$ cat config.mk
export PLATFORM = sky130hd
export DESIGN_NAME = divider16
export DESIGN_NICKNAME = d
export VERILOG_FILES = /design/src/rtl/divider16_pkg.sv /design/src/rtl/divider16_div_step.sv /design/src/rtl/divider16.sv
export SDC_FILE = /design/constraint.sdc
export NUM_CORES = 1
export LEC_CHECK = 0
export ABC_AREA = 1
export CAP_MARGIN = 20
export CORE_MARGIN = 5
export CORE_UTILIZATION = 35
export DETAILED_ROUTE_END_ITERATION = 6
export PLACE_DENSITY = 0.62
export REMOVE_ABC_BUFFERS = 1
export SYNTH_ARGS = -nofsm -noshare
export SYNTH_HDL_FRONTEND = slang
export SYNTH_SLANG_ARGS = --single-unit
$ cat constraint.sdc
create_clock -name clk -period 2.9 [get_ports clk]
set_input_delay 0.58 -clock clk [delete_from_list [all_inputs] [get_ports clk]]
set_output_delay 0.58 -clock clk [all_outputs]
set_load 0.1 [all_outputs]
$ cat src/rtl/divider16_pkg.sv
// rtl/divider16_pkg.sv - shared ALU divider types: state encoding, width defaults, status bit indices
package divider16_pkg;
  localparam int DEF_WIDTH   = 16;
  localparam int DEF_INSTR_W = 16;

  // Bit positions inside div_status; the multiplier's mul_status uses the same layout
  localparam int STATUS_BUSY = 1;
  localparam int STATUS_DONE = 0;

  typedef enum logic [1:0] {
    ST_IDLE = 2'd0,
    ST_RUN  = 2'd1,
    ST_DONE = 2'd2
  } div_state_t;
endpackage

$ cat src/rtl/divider16_div_step.sv
// rtl/divider16_div_step.sv - one combinational radix-2 restoring division iteration
module divider16_div_step #(
  parameter int W = 16
) (
  input  logic [W-1:0] i_r,
  input  logic         i_a_msb,
  input  logic [W-1:0] i_b,
  output logic [W-1:0] o_r_next,
  output logic         o_q_bit
);
  logic [W:0] w_shift;
  logic [W:0] w_diff;

  // The partial remainder is always below B, so a W+1-bit difference cannot
  // overflow and its top bit is exactly the borrow (shifted value < B).
  assign w_shift  = {i_r, i_a_msb};
  assign w_diff   = w_shift - {1'b0, i_b};
  assign o_q_bit  = ~w_diff[W];
  assign o_r_next = o_q_bit ? w_diff[W-1:0] : w_shift[W-1:0];
endmodule

$ cat src/rtl/divider16.sv
// rtl/divider16.sv - iterative restoring unsigned divider, one quotient bit per cycle
module divider16
  import divider16_pkg::*;
#(
  parameter int WIDTH   = DEF_WIDTH,
  parameter int INSTR_W = DEF_INSTR_W
) (
  input  logic               clk,
  input  logic               rst_n,
  input  logic [INSTR_W-1:0] instr,
  input  logic [WIDTH-1:0]   A,
  input  logic [WIDTH-1:0]   B,
  output logic               ready,
  output logic [WIDTH-1:0]   quotient,
  output logic [WIDTH-1:0]   remainder,
  output logic [1:0]         div_status,
  output logic [INSTR_W-1:0] ex_instr_out
);
  localparam int CNT_W = $clog2(WIDTH);

  div_state_t         r_state;
  div_state_t         w_next_state;
  logic [CNT_W-1:0]   r_count;
  logic [WIDTH-1:0]   r_dividend;
  logic [WIDTH-1:0]   r_divisor;
  logic [WIDTH-1:0]   r_part;
  logic [WIDTH-1:0]   r_quotient;
  logic [WIDTH-1:0]   r_remainder;
  logic [INSTR_W-1:0] r_tag;
  logic [WIDTH-1:0]   w_part_next;
  logic               w_q_bit;
  logic               w_accept;
  logic               w_last;

  divider16_div_step #(.W(WIDTH)) u_step (
    .i_r      (r_part),
    .i_a_msb  (r_dividend[WIDTH-1]),
    .i_b      (r_divisor),
    .o_r_next (w_part_next),
    .o_q_bit  (w_q_bit)
  );

  assign ready    = (r_state == ST_IDLE) || (r_state == ST_DONE);
  assign w_accept = ready && (instr != '0);
  assign w_last   = (r_count == CNT_W'(WIDTH - 1));

  always_comb begin
    w_next_state = r_state;
    case (r_state)
      ST_IDLE, ST_DONE: begin
        if (w_accept) w_next_state = (B == '0) ? ST_DONE : ST_RUN;
        else          w_next_state = ST_IDLE;
      end
      ST_RUN:  if (w_last) w_next_state = ST_DONE;
      default: w_next_state = ST_IDLE;
    endcase
  end

  // Quotient bits shift into the dividend register as its bits shift out
  always_ff @(posedge clk or negedge rst_n) begin
    if (!rst_n) begin
      r_state     <= ST_IDLE;
      r_count     <= '0;
      r_dividend  <= '0;
      r_divisor   <= '0;
      r_part      <= '0;
      r_quotient  <= '0;
      r_remainder <= '0;
      r_tag       <= '0;
    end else begin
      r_state <= w_next_state;
      if (w_accept) begin
        r_dividend <= A;
        r_divisor  <= B;
        r_tag      <= instr;
        r_part     <= '0;
        r_count    <= '0;
        if (B == '0) begin
          r_quotient  <= '1;
          r_remainder <= A;
        end
      end else if (r_state == ST_RUN) begin
        r_dividend <= {r_dividend[WIDTH-2:0], w_q_bit};
        r_part     <= w_part_next;
        r_count    <= r_count + CNT_W'(1);
        if (w_last) begin
          r_quotient  <= {r_dividend[WIDTH-2:0], w_q_bit};
          r_remainder <= w_part_next;
        end
      end
    end
  end

  assign quotient                = r_quotient;
  assign remainder               = r_remainder;
  assign div_status[STATUS_BUSY] = (r_state == ST_RUN);
  assign div_status[STATUS_DONE] = (r_state == ST_DONE);
  assign ex_instr_out            = (r_state == ST_DONE) ? r_tag : '0;
endmodule

==> impl_results.md, run 1 <==
* Outcome: completed
* Multi-input gate area at 0.00279 mm2
* CP most frequent cell: nand2_2
* Synth Flop Type: dfrtp_1
* Port buffer count at 100
* Postcts setup bufs at 0
* ANT nets after route at 0
* DRC at 0
* Initial core utilization at 0.356
* Detailed-route wire length per cell at 13.1 um
* GR Util All Layers at 0.153
* Diodes inserted at 0
* Initial antenna violation count at 0
* Final period util at 0.847
* Post-DP HPWL at 11600 um
* Worst R2R Start: r_dividend[15]$_DFFE_PN0P_
* Clock Skew at 0.00551 ns
* Die height at 143 um
* Rows at 48
* Total CTS buffers at 9
* WHS at 0.253 ns
* Total Wirelength at 15300 um
* TritonCTS clock tree: built
* Drt pass-1 iters at 4
* Maximum fanout along the worst path at 18
* Syn Inst Count at ~850
* Slowest stage delay, CP at 0.40 ns
* Die area at 0.0203 mm2
* Synth cell count leaders: 233 x nand2_1, 164 x inv_1, 102 x dfrtp_1
* Layout cells sized above 1 at 0.138
* CP cell instances: inv_1 > ha_1 > fa_1 > inv_1 > nand2_1 > nand2_1 > nand3_1 > nand2_2 > nand2_2 > nand2_2 > nand2_2 > nand2_4 > nand3_1 > nand3_1 > nand2_1 > inv_1
* CTS max path bufs at 2
* Startpoint types: flop
* Fmax at 407 MHz
* Most crowded layer after global routing: met2
* GR Util met2 at 0.245
* Measured slew at the worst slew-check pin at 0.636 ns
* Hold-fix buffers, CTS at 0
* Pins Over Slew Limit at 0
* Worst hold path class: in -> async
* Final GP Congestion at 0.879
* Req. time, crit path at 3.19 ns
* Largest net degree at the start of global routing at 72
* Final cell count without fillers at ~1200
* CP endpoint kind: flop
* Total global routing overflow at 0
* Die width at 143 um
* Tmin final at 2.45 ns
* Share of Yosys cell area claimed by the top area cell type at 0.415
* Mapped cell area at roughly 0.0062 mm2
* Synth area leader: dfrtp_1
* #FFs+latches synth at 102
* Met1 Usage GRT at 0.212
* Met3 usage at 0.0363
* FF-to-FF path depth at 16
* RSZ-0062 raised after global routing: no
* CTS resizes at 0
* H-Tree Depth at 3
* DR vias/cell at 4.53
* I/O pin cnt at 101
* EDFF count, synth at 0
* Worst reg2reg path endpoint: remainder[9]$_DFFE_PN0P_
* Setup TNS Final at 0 ns
* Yosys warning count at 0
* Initial drt markers at about 270
* Mapped Avg Cell Area at 7.28 um2
* Slowest-stage cell, CP: fa_1
* Clock transition at path regs at 0.07 ns
* Vias in the first global route at 5123
* Clk_lat worst skew at roughly 0.35 ns
* Max-cap violation count at 0
* Storage element area at 0.00255 mm2
* WP data arrival at 2.75 ns
* CTS sink cnt at 102
* Synth-to-layout area growth at 22.4%
* Root Driver: clkbuf_16
* Placeable Area at about 0.017 mm2
* FFs w/ async S/R, synth at 1.00
* Ranking of synthesized cells by area: dfrtp_1 41%, nand2_1 14%, inv_1 10%, nor2_1 5.7%, o21ai_0 4.1%
* Register area share after synthesis at 0.415
* Worst slew margin relative to its limit at 0.576
* Distinct cells, synth at 34
* Post-layout util at 0.435
* Final setup fails at 0
* Fillers at 1816
* R2R Setup Slk at ~0.45 ns
* Nets at 1007
* Count leader, synth: nand2_1
* DR vias at around 5300
* Placed cells at 1153
* First-pass GRT wire length at 25200 um
* Crit Path Category: reg -> reg
* Final Hold Vio Count at 0
## worst max-delay path by stage
stage | startpoint | to | slack (ns) | cells past startpoint
2_1_floorplan | r_state[0]$_DFFE_PN0P_ | ex_instr_out[0] | -1.32 | 3
3_3_place_gp | instr[3] | remainder[7]$_DFFE_PN0P_ | 0.36 | 12
3_5_place_dp | instr[3] | remainder[15]$_DFFE_PN0P_ | 0.28 | 12
4_1_cts | r_dividend[15]$_DFFE_PN0P_ | remainder[9]$_DFFE_PN0P_ | 0.43 | 16
5_1_grt | r_dividend[15]$_DFFE_PN0P_ | remainder[9]$_DFFE_PN0P_ | 0.24 | 16
6_report | r_dividend[15]$_DFFE_PN0P_ | remainder[9]$_DFFE_PN0P_ | 0.45 | 16
## cell families after synthesis
logic type / synth area share
XOR/XNOR: 0.0128
AO/OA/AOI/OAI: 0.0765
adder cells (fa/ha/maj): 0.0378
buffers and inverters: 0.133
AND/OR/NAND/NOR: 0.325
flip-flops: 0.415
## cell usage in the layout (no fill, tap or decap), types with 7 or more instances in the layout
master           synthesis  routed
nand2_1                233     233
clkbuf_16                0       9
nand3_1                 43      43
a21oi_1                 12      12
o221ai_1                12      12
ha_1                    17      17
inv_1                  164     164
clkdlybuf4s50_1          0      48
xor2_1                   8       8
nand4_1                 13      13
nor2_1                  93      93
inv_2                    7       7
buf_4                    5      58
nand2_2                 10       9
dfrtp_1                102     102
or2_2                    9       9
or2_0                    8       8
o21ai_0                 51      51
nand3_2                 22      22
## metrics by stage
stage,worst slack (ns),cell area (um2)
2_1_floorplan,-1.32,5980
3_3_place_gp,0.356,7240
3_5_place_dp,0.279,7240
4_1_cts,0.429,7530
5_1_grt,0.240,7530
6_report,0.445,7530
## routing by layer
metal  vias up  routed length [um]
li1       2766                   -
met1      2406                7410
met2       101                6890
met3        17                 732
met4         0                 231
met5         -                   0
## flip-flops by register name, indices dropped and copies added (netlist names)
name,flops
quotient,16
r_part,16
r_state,2
r_divisor,16
r_count,4
r_tag,16
remainder,16
r_dividend,16
## worst max-delay path: cells and delay by family (launching register included)
kind          cells  cell delay, ns
flops             1            0.38
buf+inv           3            0.26
fa+ha+maj         2            0.61
simple gates     11            1.13
## final cells by class
| type | count | share of cell area |
|---|---|---|
| Clock buffer | 13 | 0.0332 |
| Tap cell | 225 | 0.0374 |
| Multi-Input combinational cell | 546 | 0.370 |
| Clock inverter | 3 | 0.00581 |
| Inverter | 171 | 0.0852 |
| Sequential cell | 102 | 0.339 |
| Timing Repair Buffer | 109 | 0.130 |
Power of run 1 is left out: the tool's default activity adds up to more than one toggle a clock period on the data nets, which glitch-free logic cannot reach.
==> run 2: changes to the inputs <==
Settings changed: PLACE_DENSITY 0.62 to 0.64.
Clock period 2.9 ns to 2.1 ns, I/O delays scaled along.
==> run 2 against run 1 <==
The run now ends with negative setup slack left; non-clock buffer count increased by 61; cell area up 14%; critical path depth shrank 1; fmax rose by 14%; via count increased by 8.3%; count of clock-buffer cells in the layout shrank 2; register-to-register slack worse by 0.49 ns; routed wire length is 9.2% higher; setup slack got worse by 0.49 ns; hold slack got worse by 0.23 ns; highest routed layer unchanged.
==> impl_results.md, run 2 (synthesized netlist as in run 1, its figures left out) <==
* CTS max path bufs at 2 (unchanged)
* First-pass GRT wire length at 27200 um (+7.8%)
* Rows at 48 (unchanged)
* Total global routing overflow at 0 (unchanged)
* WHS at 0.0200 ns (-0.233 ns)
* Worst hold path class: in -> async
* Clock Skew at 0.0116 ns (+0.00604 ns)
* Die width at 143 um (unchanged)
* Fillers at 1669 (-8.1%)
* Crit Path Category: reg -> reg
* Final setup fails at 25 (+25)
* GR Util All Layers at 0.166 (+0.0130)
* Placeable Area at 0.0173 mm2 (unchanged)
* H-Tree Depth at 3 (unchanged)
* CP cell instances: inv_1 > ha_2 > fa_2 > inv_2 > nand2_2 > nand2_2 > nand3_2 > nand2_2 > nand2_4 > nand3_4 > nand2_4 > nand3_2 > nand2_1 > nand2_1 > nand2_1
* Nets at 1072 (+6.5%)
* Most frequent cells in the layout: 229 x nand2_1, 162 x inv_1, 101 x dfrtp_1, 96 x buf_4, 92 x nor2_1
* Outcome: finished, violations left
* Commonest non-fill, non-tap cell in the layout: nand2_1
* Drt pass-1 iters at 5 (+1)
* Pins Over Slew Limit at 0 (unchanged)
* Startpoint types: flop
* Final period util at 1.02 (+0.176)
* DRC at 0 (unchanged)
* TritonCTS clock tree: built
* Initial drt markers at 321 (+18%)
* I/O pin cnt at 101 (unchanged)
* Initial core utilization at 0.356 (unchanged)
* Diodes inserted at 0 (unchanged)
* Worst reg2reg path endpoint: r_part[14]$_DFFE_PN0P_
* Vias in the first global route at 5439 (+6.2%)
* Die height at 143 um (unchanged)
* Layout cells sized above 1 at 0.226 (+0.0885)
* Tmin final at 2.15 ns (-0.307 ns)
* Synth-to-layout area growth at 39.4%
* Total Wirelength at 16700 um (+9.2%)
* Clock transition at path regs at 0.07 ns (about the same)
* Final GP Congestion at 0.876 (-0.33%)
* Worst R2R Start: r_dividend[15]$_DFFE_PN0P_
* RSZ-0062 raised after global routing: yes
* Worst slew margin relative to its limit at 0.695 (+0.119)
* Req. time, crit path at 2.35 ns (-0.84 ns)
* WP data arrival at 2.40 ns (-0.35 ns)
* Critical Path Source: r_dividend[15]$_DFFE_PN0P_
* ANT nets after route at 0 (unchanged)
* CTS sink cnt at 102 (unchanged)
* Root Driver: clkbuf_16
* Hold-fix buffers, CTS at 0 (unchanged)
* DR vias/cell at 4.65 (+2.7%)
* Measured slew at the worst slew-check pin at 0.457 ns (-0.179 ns)
* Slowest stage delay, CP at 0.37 ns (-0.03 ns)
* R2R Setup Slk at -0.05 ns (-0.49 ns)
* Final Hold Vio Count at 0 (unchanged)
* Port buffer count at 100 (unchanged)
* Fmax at 465 MHz (+14%)
* FF-to-FF path depth at 15 (-1)
* Total CTS buffers at 9 (unchanged)
* DR vias at 5728 (+8.3%)
* Post-DP HPWL at 12300 um (+5.9%)
* Maximum fanout along the worst path at 4 (-14)
* Initial antenna violation count at 0 (unchanged)
* CP endpoint kind: flop
* Largest net degree at the start of global routing at 51 (-29%)
* Clk_lat worst skew at 0.36 ns (about the same)
* Post-layout util at 0.496 (+0.0604)
* Max-cap violation count at 0 (unchanged)
* Die area at 0.0203 mm2 (unchanged)
* PnR worst setup slack at -0.0482 ns (-0.493 ns)
* Failing checks: negative setup slack
* Detailed-route wire length per cell at 13.5 um (+3.5%)
* Slowest-stage cell, CP: fa_2
==> run 2: changes by cell type in the layout (fill, tap and decap cells not counted), moves of 2 or more <==
cell      delta
buf_12      +22
nand2_8      +8
ha_1         -4
inv_1        -2
nand3_1     -16
nand2_1      -4
buf_4       +38
ha_4         +3
nand3_4      +5
inv_2        +2
clkbuf_1     -3
nand3_2     +11
==> run 2: metrics by stage <==
step / std cells / TNS (ns) / cell area (um2) / setup slack, ns
2_1_floorplan: 819 / -138.52 / 5980 / -1.96
3_3_place_gp: 1209 / -7.86 / 7920 / -0.241
3_5_place_dp: 1209 / -8.54 / 7920 / -0.245
4_1_cts: 1229 / 0 / 8380 / 0.00664
5_1_grt: 1233 / -5.01 / 8580 / -0.178
6_report: 1233 / -0.564 / 8580 / -0.0482
==> run 2: cell type report <==
| type | instances | area, um2 | share of cell area |
|---|---|---|---|
| multi-input cells | 550 | 3100 | 0.362 |
| clock inverters | 4 | 30.0 | 0.00350 |
| inverters | 171 | 642 | 0.0748 |
| flip-flops and latches | 102 | 2550 | 0.298 |
| repair buffers | 170 | 1710 | 0.200 |
| clock buffers | 11 | 253 | 0.0295 |
| well taps | 225 | 282 | 0.0328 |
==> run 2: timing repair <==
action / 4_1_cts / 5_1_grt
pin swaps: 7 / 24
resized for setup: 20 / 31
setup buffers: 1 / 4
setup endpoints to repair: 50 / 35
cloned: 4 / 0
==> run 2: worst max-delay path by stage <==
stage / slack (ns) / endpoint
2_1_floorplan: -1.96 / ex_instr_out[0]
3_3_place_gp: -0.24 / r_dividend[15]$_DFFE_PN0P_
3_5_place_dp: -0.25 / remainder[15]$_DFFE_PN0P_
4_1_cts: 0.007 / r_part[3]$_DFFE_PN0P_
5_1_grt: -0.18 / remainder[13]$_DFFE_PN0P_
6_report: -0.05 / r_part[14]$_DFFE_PN0P_
==> run 2: per-layer routing <==
layer  wire, um  vias up  track usage
met3        939       31       0.0279
met5          0        -            0
met1       7700     2637        0.227
met2       7620      151        0.268
met4        410        0       0.0550
li1           -     2909            -
==> run 2: worst max-delay path, delay by kind of cell (launching register included) <==
family	cells	cell delay [ns]
simple gates	11	1.02
fa+ha+maj	2	0.56
flops	1	0.34
buf+inv	2	0.12
Power of run 2 is left out for the same reason.
==> run 3: changes to the inputs <==
Settings changed: ABC_AREA 1 to default, PLACE_DENSITY 0.64 to 0.65, SETUP_SLACK_MARGIN from default to 0.2.
==> run 3 against run 2 <==
Register-to-register slack lost 0.44 ns; critical path type unchanged; synthesized cell count shrank 25%; non-clock buffer count grew 85; die area shrank 8.8%; hold slack lost 0.0010 ns; highest routed layer is now met5; cell area grew 5.0%; critical path depth shrank 3; count of clock-buffer cells in the layout grew 1; flip-flop and latch count is the same; the run still ends with negative setup slack left; setup slack lost 0.44 ns; routed wire length grew 12%; critical endpoint is now remainder[6]$_DFFE_PN0P_; area after synthesis shrank 9.5%.
==> impl_results.md, run 3 <==
* WHS at 0.0189 ns (-0.00105 ns)
* DR vias at 5653 (-1.3%)
* Final GP Congestion at 0.885 (+1.1%)
* Post-DP HPWL at 13100 um (+6.0%)
* TritonCTS clock tree: built
* RSZ-0062 raised after global routing: yes
* Final setup fails at 34 (+36%)
* Nets at 931 (-13%)
* Yosys warning count at 0 (unchanged)
* Detailed-route wire length per cell at 17.2 um (+27%)
* Die height at 136 um (-4.5%)
* Synth Flop Type: dfrtp_1
* Vias in the first global route at 5749 (+5.7%)
* Drt pass-1 iters at 5 (unchanged)
* Most frequent cells in the layout: 165 x buf_4, 125 x nand2_1, 100 x dfrtp_1, 40 x o21ai_0, 39 x nor2_1
* Total Wirelength at 18600 um (+12%)
* DRC at 0 (unchanged)
* EDFF count, synth at 0 (unchanged)
* H-Tree Depth at 3 (unchanged)
* FFs w/ async S/R, synth at 1.00 (unchanged)
* Initial core utilization at 0.353 (-0.00246)
* GR Util All Layers at 0.196 (+0.0298)
* Measured slew at the worst slew-check pin at 0.473 ns (+0.0155 ns)
* First-pass GRT wire length at 28900 um (+6.2%)
* Count leader, synth: nand2_1
* GR Util met2 at 0.337 (+0.0685)
* Crit Path Category: reg -> reg
* Req. time, crit path at 2.34 ns (about the same)
* Commonest non-fill, non-tap cell in the layout: buf_4
* Met3 usage at 0.0333 (+0.00542)
* Placed cells at 1042 (-14%)
* Worst reg2reg path endpoint: remainder[6]$_DFFE_PN0P_
* Placeable Area at 0.0158 mm2 (-8.8%)
* FF-to-FF path depth at 12 (-3)
* Clk_lat worst skew at 0.36 ns (about the same)
* Share of Yosys cell area claimed by the top area cell type at 0.458 (+0.0433)
* Total global routing overflow at 0 (unchanged)
* ANT nets after route at 0 (unchanged)
* Synth-to-layout area growth at 61.6%
* Mapped cell area at 0.00557 mm2 (-9.5%)
* Synth area leader: dfrtp_1
* Register area share after synthesis at 0.458 (+0.0433)
* Slowest stage delay, CP at 0.41 ns (+0.04 ns)
* Met1 Usage GRT at 0.252 (+0.0245)
* Failing checks: negative setup slack
* Max-cap violation count at 0 (unchanged)
* DR vias/cell at 5.21 (+12%)
* Final period util at 1.23 (+0.209)
* Fmax at 387 MHz (-17%)
* Diodes inserted at 0 (unchanged)
* CTS max path bufs at 2 (unchanged)
* Maximum fanout along the worst path at 7 (+3)
* PnR worst setup slack at -0.487 ns (-0.438 ns)
* Die area at 0.0185 mm2 (-8.8%)
* Die width at 136 um (-4.5%)
* CTS sink cnt at 102 (unchanged)
* Final cell count without fillers at 1084 (-12%)
* #FFs+latches synth at 102 (unchanged)
* I/O pin cnt at 101 (unchanged)
* Synth cell count leaders: 130 x nand2_1, 102 x dfrtp_1, 55 x o21ai_0
* Slowest-stage cell, CP: dfrtp_1
* WP data arrival at 2.83 ns (+0.43 ns)
* Largest net degree at the start of global routing at 48 (-5.9%)
* Clock transition at path regs at 0.08 ns (about the same)
* Port buffer count at 100 (unchanged)
* Initial antenna violation count at 1 (+1)
* Tmin final at 2.59 ns (+0.438 ns)
* CP cell instances: ha_4 > fa_2 > nor2b_2 > o31a_1 > o211ai_4 > and3_4 > buf_6 > nor2_4 > buf_8 > mux2i_1 > buf_4 > o21ai_1
* Buf/Inv on CP at 3 (+1)
* CP endpoint kind: flop
* Final Hold Vio Count at 0 (unchanged)
* Ranking of synthesized cells by area: dfrtp_1 46%, nand2_1 8.8%, o21ai_0 4.9%, ha_1 3.8%, nor2_1 2.8%
* Outcome: finished, violations left
* Total CTS buffers at 9 (unchanged)
* Most crowded layer after global routing: met2
* Layout cells sized above 1 at 0.408 (+0.182)
* Root Driver: clkbuf_16
* Startpoint types: flop
* Distinct cells, synth at 64 (+88%)
* Mapped Avg Cell Area at 8.76 um2 (+20%)
* Rows at 46 (-4.2%)
* Clock Skew at 0.0105 ns (-0.00101 ns)
* Worst slew margin relative to its limit at 0.685 (-0.0103)
* Worst hold path class: in -> async
* Worst R2R Start: r_divisor[0]$_DFFE_PN0P_
* Pins Over Slew Limit at 0 (unchanged)
* R2R Setup Slk at -0.49 ns (-0.44 ns)
* CP top delay family: adder cells
* Syn Inst Count at 636 (-25%)
* Initial drt markers at 304 (-5.3%)
==> run 3: cell types whose count changed in the layout (fill, tap and decap cells not counted), sizes merged, moves of 19 or more <==
cell           change
inv              -147
nand2            -119
buf               +86
nor2              -52
nand3             -34
clkdlybuf4s50     -32
dlygate4sd2       +20
a31oi             +19
==> run 3: metal layers <==
metal	up-vias	wire length, um
met4	2	608
met3	46	954
met5	-	7
li1	2685	-
met1	2748	7970
met2	172	9080
==> run 3: cells by family after synthesis <==
| group | Yosys count | synth area share |
|---|---|---|
| multiplexers | 22 | 0.0443 |
| AO/OA/AOI/OAI | 160 | 0.185 |
| buffers and inverters | 64 | 0.0481 |
| adder cells (fa/ha/maj) | 18 | 0.0418 |
| flip-flops | 102 | 0.458 |
| AND/OR/NAND/NOR | 264 | 0.214 |
| XOR/XNOR | 6 | 0.00944 |
==> run 3: final cells by class <==
type / count / area (um2)
Clock buffer: 12 / 267
Sequential cell: 102 / 2550
Multi-Input combinational cell: 470 / 3330
Clock inverter: 4 / 76.3
Inverter: 25 / 97.6
Fill cell: 1381 / 6770
Timing Repair Buffer: 255 / 2400
Tap cell: 216 / 270
==> run 3: repair_timing <==
item                       CTS  global route
gates cloned                 0             2
pin swaps                   44            43
resized for setup          109            92
setup endpoints to repair  108            72
buffers inserted            15             9
hold buffers                 0             0
==> run 3: worst reg2reg max path: cells and delay by family (launching register included) <==
family	cells	cell delay [ns]
mux	1	0.23
compound gates	3	0.42
buf+inv	3	0.43
simple gates	3	0.44
fa+ha+maj	2	0.53
flops	1	0.41
==> run 3: through the flow <==
stage / cell area (um2) / util / setup slack (ns) / TNS (ns)
2_1_floorplan: 5400 / - / -1.53 / -99.47
3_3_place_gp: 7850 / 0.498 / -0.567 / -28.67
3_5_place_dp: 7850 / 0.498 / -0.591 / -33.80
4_1_cts: 8530 / 0.541 / -0.436 / -12.56
5_1_grt: 9000 / 0.571 / -0.583 / -16.76
6_report: 9000 / 0.571 / -0.487 / -13.18
==> run 3: worst max-delay path by stage <==
stage,startpoint,endpoint,slack [ns],cells after the start
finish,r_divisor[0]$_DFFE_PN0P_,remainder[6]$_DFFE_PN0P_,-0.49,12
global placement,B[13],remainder[4]$_DFFE_PN0P_,-0.57,9
global route,r_dividend[15]$_DFFE_PN0P_,remainder[14]$_DFFE_PN0P_,-0.58,11
CTS,r_part[6]$_DFFE_PN0P_,remainder[13]$_DFFE_PN0P_,-0.44,11
floorplan,instr[1],r_count[2]$_DFFE_PN0P_,-1.53,5
detailed placement,B[10],remainder[3]$_DFFE_PN0P_,-0.59,9
Power of run 3 is left out for the same reason.
==> RTL edit 1 (config.mk and constraints of run 3) <==
Re-encode `div_state_t` (3 states) as one-hot, 3 bits wide.
--- a/src/rtl/divider16_pkg.sv
+++ b/src/rtl/divider16_pkg.sv
@@ -8,8 +8,8 @@
   localparam int STATUS_DONE = 0;
 
-  typedef enum logic [1:0] {
-    ST_IDLE = 2'd0,
-    ST_RUN  = 2'd1,
-    ST_DONE = 2'd2
+  typedef enum logic [2:0] {
+    ST_IDLE = 3'b001,
+    ST_RUN  = 3'b010,
+    ST_DONE = 3'b100
   } div_state_t;
 endpackage
Function: no difference found for any inputs over 10 cycles, from zero or initial values and one cycle with rst_n low; not proved beyond that.
==> RTL edit 1 against run 3 <==
  * The flow still finishes with violations (negative setup slack)
  * Final area down 6.2%
  * Sequential cell count rose by 1
  * First-iteration DRC count is 16% higher
  * Setup slack worse by 0.16 ns
  * Global-route usage fell by 1.5 points
  * Synthesized area is 1.9% lower
  * Die area shrank 1.7%
  * Clock skew rose by 0.00056 ns
  * Count of clock-buffer cells in the layout shrank 2
  * Wire length down 12%
  * Utilization decreased by 1.7 points
  * Highest routed layer is now met4
==> RTL edit 1: results (changes against run 3) <==
----------------------------------------------------
[Global route]
  Number of global-route vias before repair ... 5345 (-7.0%)
  Global-route total usage across every layer ... 18.1% (-1.5 points)
  Largest net degree at the start of global routing ... 72 (+50%)
  Global-route wire length before repair ... 26600 um (-8.0%)
  Number of antenna violations at the first check in global routing ... 0 (-1)

[Run status]
  Failing checks ... negative setup slack
  Status ... finished, violations left

[Final layout]
  Ant. Diodes ... 0 (unchanged)
  Final nets ... 888 (-4.6%)
  Share of cells above drive strength 1 ... 33.3% (-7.5 points)
  Fill cell instance count of the final layout ... 1340 (-3.0%)

[Critical path]
  Critical Path Fanout Max ... 8 (+1)
  Slowest stage delay, CP ... 0.44 ns (+0.03 ns)
  Max stage delay cell, worst path ... sky130_fd_sc_hd__o41ai_4
  Arrival time of data at the critical path endpoint ... 2.97 ns (+0.14 ns)

[Timing]
  Accumulated negative setup slack ... -20.13 ns (-6.95 ns)
  Setup violation total in the final timing report ... 34 (unchanged)
  Clock skew after layout ... 0.0111 ns (+0.000563 ns)
  Slew at the pin with the worst max-slew slack ... 0.593 ns (+0.120 ns)
  Final critical-path setup slack ... -0.647 ns (-0.161 ns)

[Synth]
  Most frequently used flop master after synthesis ... sky130_fd_sc_hd__dfrtp_1
  Cell types occupying the most area after synthesis ... sky130_fd_sc_hd__dfrtp_1 47%, sky130_fd_sc_hd__nand2_1 10%, sky130_fd_sc_hd__o21ai_0 4.6%
  Yosys synthesis warning count ... 0 (unchanged)
  Unique cell type count in the Yosys netlist ... 57 (-11%)
  Ranking of synthesized cells by instance count ... 152 x sky130_fd_sc_hd__nand2_1, 102 x sky130_fd_sc_hd__dfrtp_1, 50 x sky130_fd_sc_hd__o21ai_0, 39 x sky130_fd_sc_hd__nor2_1, 27 x sky130_fd_sc_hd__clkbuf_1
  Part of the Yosys area used for sequential elements ... 47.2% (+1.4 points)
  Fraction of registers with async set or reset after synthesis ... 100% (unchanged)

[Power and ir drop]
  Lkg Pwr ... 3.97 nW
  Worst VDD drop ... about 750 uV

[CTS]
  Clock latency on the worst-skew pair ... 0.36 ns (about the same)
  Clock tree buffer depth ... 2 (unchanged)
  Cts bufs inserted ... 9 (unchanged)
  Clock transition at the registers of the reported paths ... 0.07 ns
  CTS root buf ... sky130_fd_sc_hd__clkbuf_16

[Min path]
  Worst min path class ... in -> async

[Route]
  Routed vias/inst ... 5.03 (-3.5%)
  Drt pass-1 iters ... 4 (-1)
  Average wire per standard cell ... 15.9 um (-7.7%)
  First DRT Iteration DRCs ... 352 (+16%)

[Place]
  Post-detail-place hpwl ... 11400 um (-12%)
  Weighted congestion at the end of routability-driven global placement ... 0.853 (-3.7%)
  Total placed instance area ... 0.00753 mm^2 (-4.0%)
  I/O Buffers ... 100 (unchanged)

----------------------------------------------------
-- RTL edit 1: cell families after synthesis --
kind of cell | Yosys count | share of synthesized area (%)
AO/OA/AOI/OAI | 130 | 14.8
buffers and inverters | 53 | 4.03
adder cells (fa/ha/maj) | 18 | 4.26
multiplexers | 32 | 6.07
flip-flops | 103 | 47.2
XOR/XNOR | 16 | 2.91
AND/OR/NAND/NOR | 261 | 20.8
-- RTL edit 1: final cells by class --
class	count	area, um^2	area share, %
multi-input cells	458	2970	35.1
flip-flops and latches	103	2580	30.5
repair buffers	228	2240	26.5
well taps	211	264	3.13
clock buffers	10	229	2.71
clock inverters	6	93.8	1.11
inverters	20	77.6	0.919
-- RTL edit 1: path summary, 6_finish.rpt --
check / cells past startpoint / start / end / slack (ns)
min: 1 / rst_n / r_tag[9] / 0.03
min in group clk: 3 / instr[10] / r_tag[10] / 0.32
max reg2reg: 11 / r_divisor[0] / remainder[4] / -0.65
max in group asynchronous: 2 / rst_n / r_state[0] / 1.45
max: 11 / r_divisor[0] / remainder[4] / -0.65
min reg2reg: 2 / r_tag[6] / r_tag[6] / 0.48
-- RTL edit 1: timing repair --
action,in CTS,in global routing
gates resized for setup,99,31
buffers inserted,18,3
hold buffers,0,0
cloned,5,0
pin swaps,32,24
endpoints found under the setup margin,99,89
-- RTL edit 1: per-stage QoR --
step	instances	setup slack [ns]	hold slack, ns
after floorplan	580	-2.72	0.124
after global placement	994	-0.674	0.406
after detailed placement	994	-0.791	0.422
after CTS	1033	-0.551	0.0338
after global routing	1036	-0.740	0.0658
final	1036	-0.647	0.0278
-- RTL edit 1: critical path, delay by kind of cell (launching register included) --
family                   cells  cell delay (ns)
flip-flops                   1             0.39
XOR/XNOR                     1             0.21
AO/OA/AOI/OAI                4             0.80
multiplexers                 1             0.24
buffers and inverters        2             0.28
AND/OR/NAND/NOR              1             0.16
adder cells (fa/ha/maj)      2             0.54
-- RTL edit 1: layer usage --
| layer | GRT usage, % | share of wire [%] | vias up | wire (um) |
|---|---|---|---|---|
| met2 | 31.7 | 51 | 115 | 8400 |
| met5 | 0 | 0 | - | 0 |
| met1 | 22.3 | 41 | 2544 | 6790 |
| met3 | 3.73 | 5.2 | 28 | 849 |
| li1 | - | - | 2525 | - |
| met4 | 6.05 | 2.4 | 0 | 387 |
-- RTL edit 1: power by group --
group | internal, mW | switching [mW] | leakage, nW
clock network | 1.06 | 0.773 | 0.159
registers | 2.76 | 0.499 | 1.18
logic | 4.02 | 5.15 | 2.63
==> RTL edit 2 (settings of run 3) <==
Without the edit above. Set the package constant `DEF_INSTR_W` to 12 (it was 16).
--- a/src/rtl/divider16_pkg.sv
+++ b/src/rtl/divider16_pkg.sv
@@ -2,5 +2,5 @@
 package divider16_pkg;
   localparam int DEF_WIDTH   = 16;
-  localparam int DEF_INSTR_W = 16;
+  localparam int DEF_INSTR_W = 12;
 
   // Bit positions inside div_status; the multiplier's mul_status uses the same layout
Ports: changed (resized ex_instr_out and instr); port bits go from 101 to 93. The function was not compared with the original's and may differ.
==> RTL edit 2 against run 3 <==
  * The run still ends with negative setup slack left
  * Critical endpoint is now remainder[15]
  * Largest cell class unchanged
  * Highest routed layer is now met4
  * Synthesized area decreased by 6.7%
  * Sequential cell count decreased by 4
  * Clock skew decreased by 0.0031 ns
  * Fmax increased by 0.90%
  * Critical path depth decreased by 1
  * Final area decreased by 9.3%
  * Wire length decreased by 14%
  * Count of clock-buffer cells in the layout decreased by 3
  * Setup slack improved by 0.023 ns
  * Die area decreased by 6.2%
Power is not shown: default switching activity piles up to over one toggle a cycle in this logic, so the estimate is an artifact.
==> RTL edit 2: results (changes against run 3) <==
----------------------------------------------------
[Timing]
  Number of pins with negative max-slew slack in the final report ... 0 (unchanged)
  Clock skew after layout ... 0.00742 ns (-0.00312 ns)
  Final critical-path setup slack ... -0.463 ns (+0.0231 ns)
  Setup violation total in the final timing report ... 34 (unchanged)
  Accumulated negative setup slack ... -12.95 ns (+0.231 ns)
  Rel. slew slack ... 63.5% (-5.0 points)

[Synth]
  Ranking of synthesized cells by instance count ... 117 x sky130_fd_sc_hd__nand2_1, 98 x sky130_fd_sc_hd__dfrtp_1, 50 x sky130_fd_sc_hd__o21ai_0, 30 x sky130_fd_sc_hd__nor2_1, 28 x sky130_fd_sc_hd__a21oi_1
  Yosys synthesis warning count ... 0 (unchanged)
  Cell types occupying the most area after synthesis ... sky130_fd_sc_hd__dfrtp_1 47%, sky130_fd_sc_hd__nand2_1 8.4%, sky130_fd_sc_hd__o21ai_0 4.8%
  Fraction of registers with async set or reset after synthesis ... 100% (unchanged)
  Part of the Yosys area used for sequential elements ... 47.2% (+1.4 points)
  Most frequently used flop master after synthesis ... sky130_fd_sc_hd__dfrtp_1
  Unique cell type count in the Yosys netlist ... 56 (-13%)

[Run status]
  Status ... finished, violations left
  Failing checks ... negative setup slack

[Global route]
  Global-route wire length before repair ... 26100 um (-9.5%)
  Largest net degree at the start of global routing ... 40 (-17%)
  Number of global-route vias before repair ... 5190 (-9.7%)
  Global-route total usage across every layer ... 18.0% (-1.6 points)
  Number of antenna violations at the first check in global routing ... 0 (-1)

[Place]
  Total placed instance area ... 0.00722 mm^2 (-8.0%)
  Weighted congestion at the end of routability-driven global placement ... 0.870 (-1.7%)
  Post-detail-place hpwl ... 11500 um (-12%)
  I/O Buffers ... 92 (-8.0%)
  Post-placement setup slack ... -0.530 ns (+0.0609 ns)

[Final layout]
  Share of cells above drive strength 1 ... 37.8% (-2.9 points)
  Ant. Diodes ... 0 (unchanged)
  Fill cell instance count of the final layout ... 1250 (-9.5%)
  Final nets ... 849 (-8.8%)
  Core Util, Final ... 56.2% (-0.90 points)

[Critical path]
  Max stage delay cell, worst path ... sky130_fd_sc_hd__dfrtp_1
  Delay-heaviest family, CP ... compound AO/OA/AOI/OAI gates
  Arrival time of data at the critical path endpoint ... 2.78 ns (-0.05 ns)
  Count of cells along the worst register-to-register path ... 11 (-1)
  Slowest stage delay, CP ... 0.39 ns (-0.02 ns)
  Worst reg2reg endpoint ... remainder[15]
  Critical Path Fanout Max ... 3 (-4)
  Start point of the critical path ... r_dividend[15]

[CTS]
  Clock transition at the registers of the reported paths ... 0.08 ns (about the same)
  Clock tree buffer depth ... 2 (unchanged)
  Clock latency on the worst-skew pair ... 0.35 ns
  CTS root buf ... sky130_fd_sc_hd__clkbuf_16
  Number of levels the H-tree was split into ... 3 (unchanged)
  Cts bufs inserted ... 9 (unchanged)

[Route]
  Average wire per standard cell ... 16.5 um (-4.0%)
  Drt pass-1 iters ... 5 (unchanged)
  Vias ... 5039 (-11%)
  First DRT Iteration DRCs ... 397 (+31%)

[Min path]
  Worst min path class ... in -> reg

----------------------------------------------------
-- RTL edit 2: layer usage --
metal / up-vias / global-route usage (%) / wire length [um]
met5: - / 0 / 0
met4: 0 / 5.49 / 197
met3: 20 / 3.02 / 590
met2: 110 / 29.8 / 8000
met1: 2454 / 24.2 / 7290
li1: 2455 / - / -
-- RTL edit 2: kinds of logic (layout without fill, tap and decap cells) --
group,count (synthesis),after routing,share of synthesized area (%)
fa+ha+maj,18,18,4.48
flops,98,98,47.2
mux,23,23,4.77
xor+xnor,10,10,1.69
simple gates,212,212,18.0
compound gates,155,155,18.8
buf+inv,59,274,5.10
-- RTL edit 2: through the flow --
stage / std cells / hold slack, ns
2_1_floorplan: 541 / 0.124
3_3_place_gp: 940 / 0.353
3_5_place_dp: 940 / 0.355
4_1_cts: 968 / 0.477
5_1_grt: 974 / 0.375
6_report: 974 / 0.347
-- RTL edit 2: how the worst min path moves through the flow --
stage | startpoint | endpoint | slack (ns) | depth (start not counted)
CTS | instr[10] | r_tag[10] | 0.48 | 3
global route | B[3] | r_divisor[3] | 0.37 | 3
global placement | rst_n | r_tag[5] | 0.35 | 1
finish | B[3] | r_divisor[3] | 0.35 | 3
detailed placement | rst_n | r_tag[5] | 0.35 | 1
floorplan | rst_n | quotient[0] | 0.12 | 0
-- RTL edit 2: cell type report --
type | count | area share (%)
Clock buffer | 9 | 2.76
Clock inverter | 7 | 0.720
Inverter | 25 | 1.15
Multi-Input combinational cell | 418 | 35.7
Sequential cell | 98 | 30.0
Tap cell | 184 | 2.82
Timing Repair Buffer | 233 | 26.8
-- RTL edit 2: timing repair --
action                                  CTS  global route
endpoints found under the hold margin    22             0
hold buffers                              1             0
pin swaps                                27            24
endpoints found under the setup margin   91            80
gates resized for setup                  80            53
cloned                                    1             0
buffers inserted                         10             6
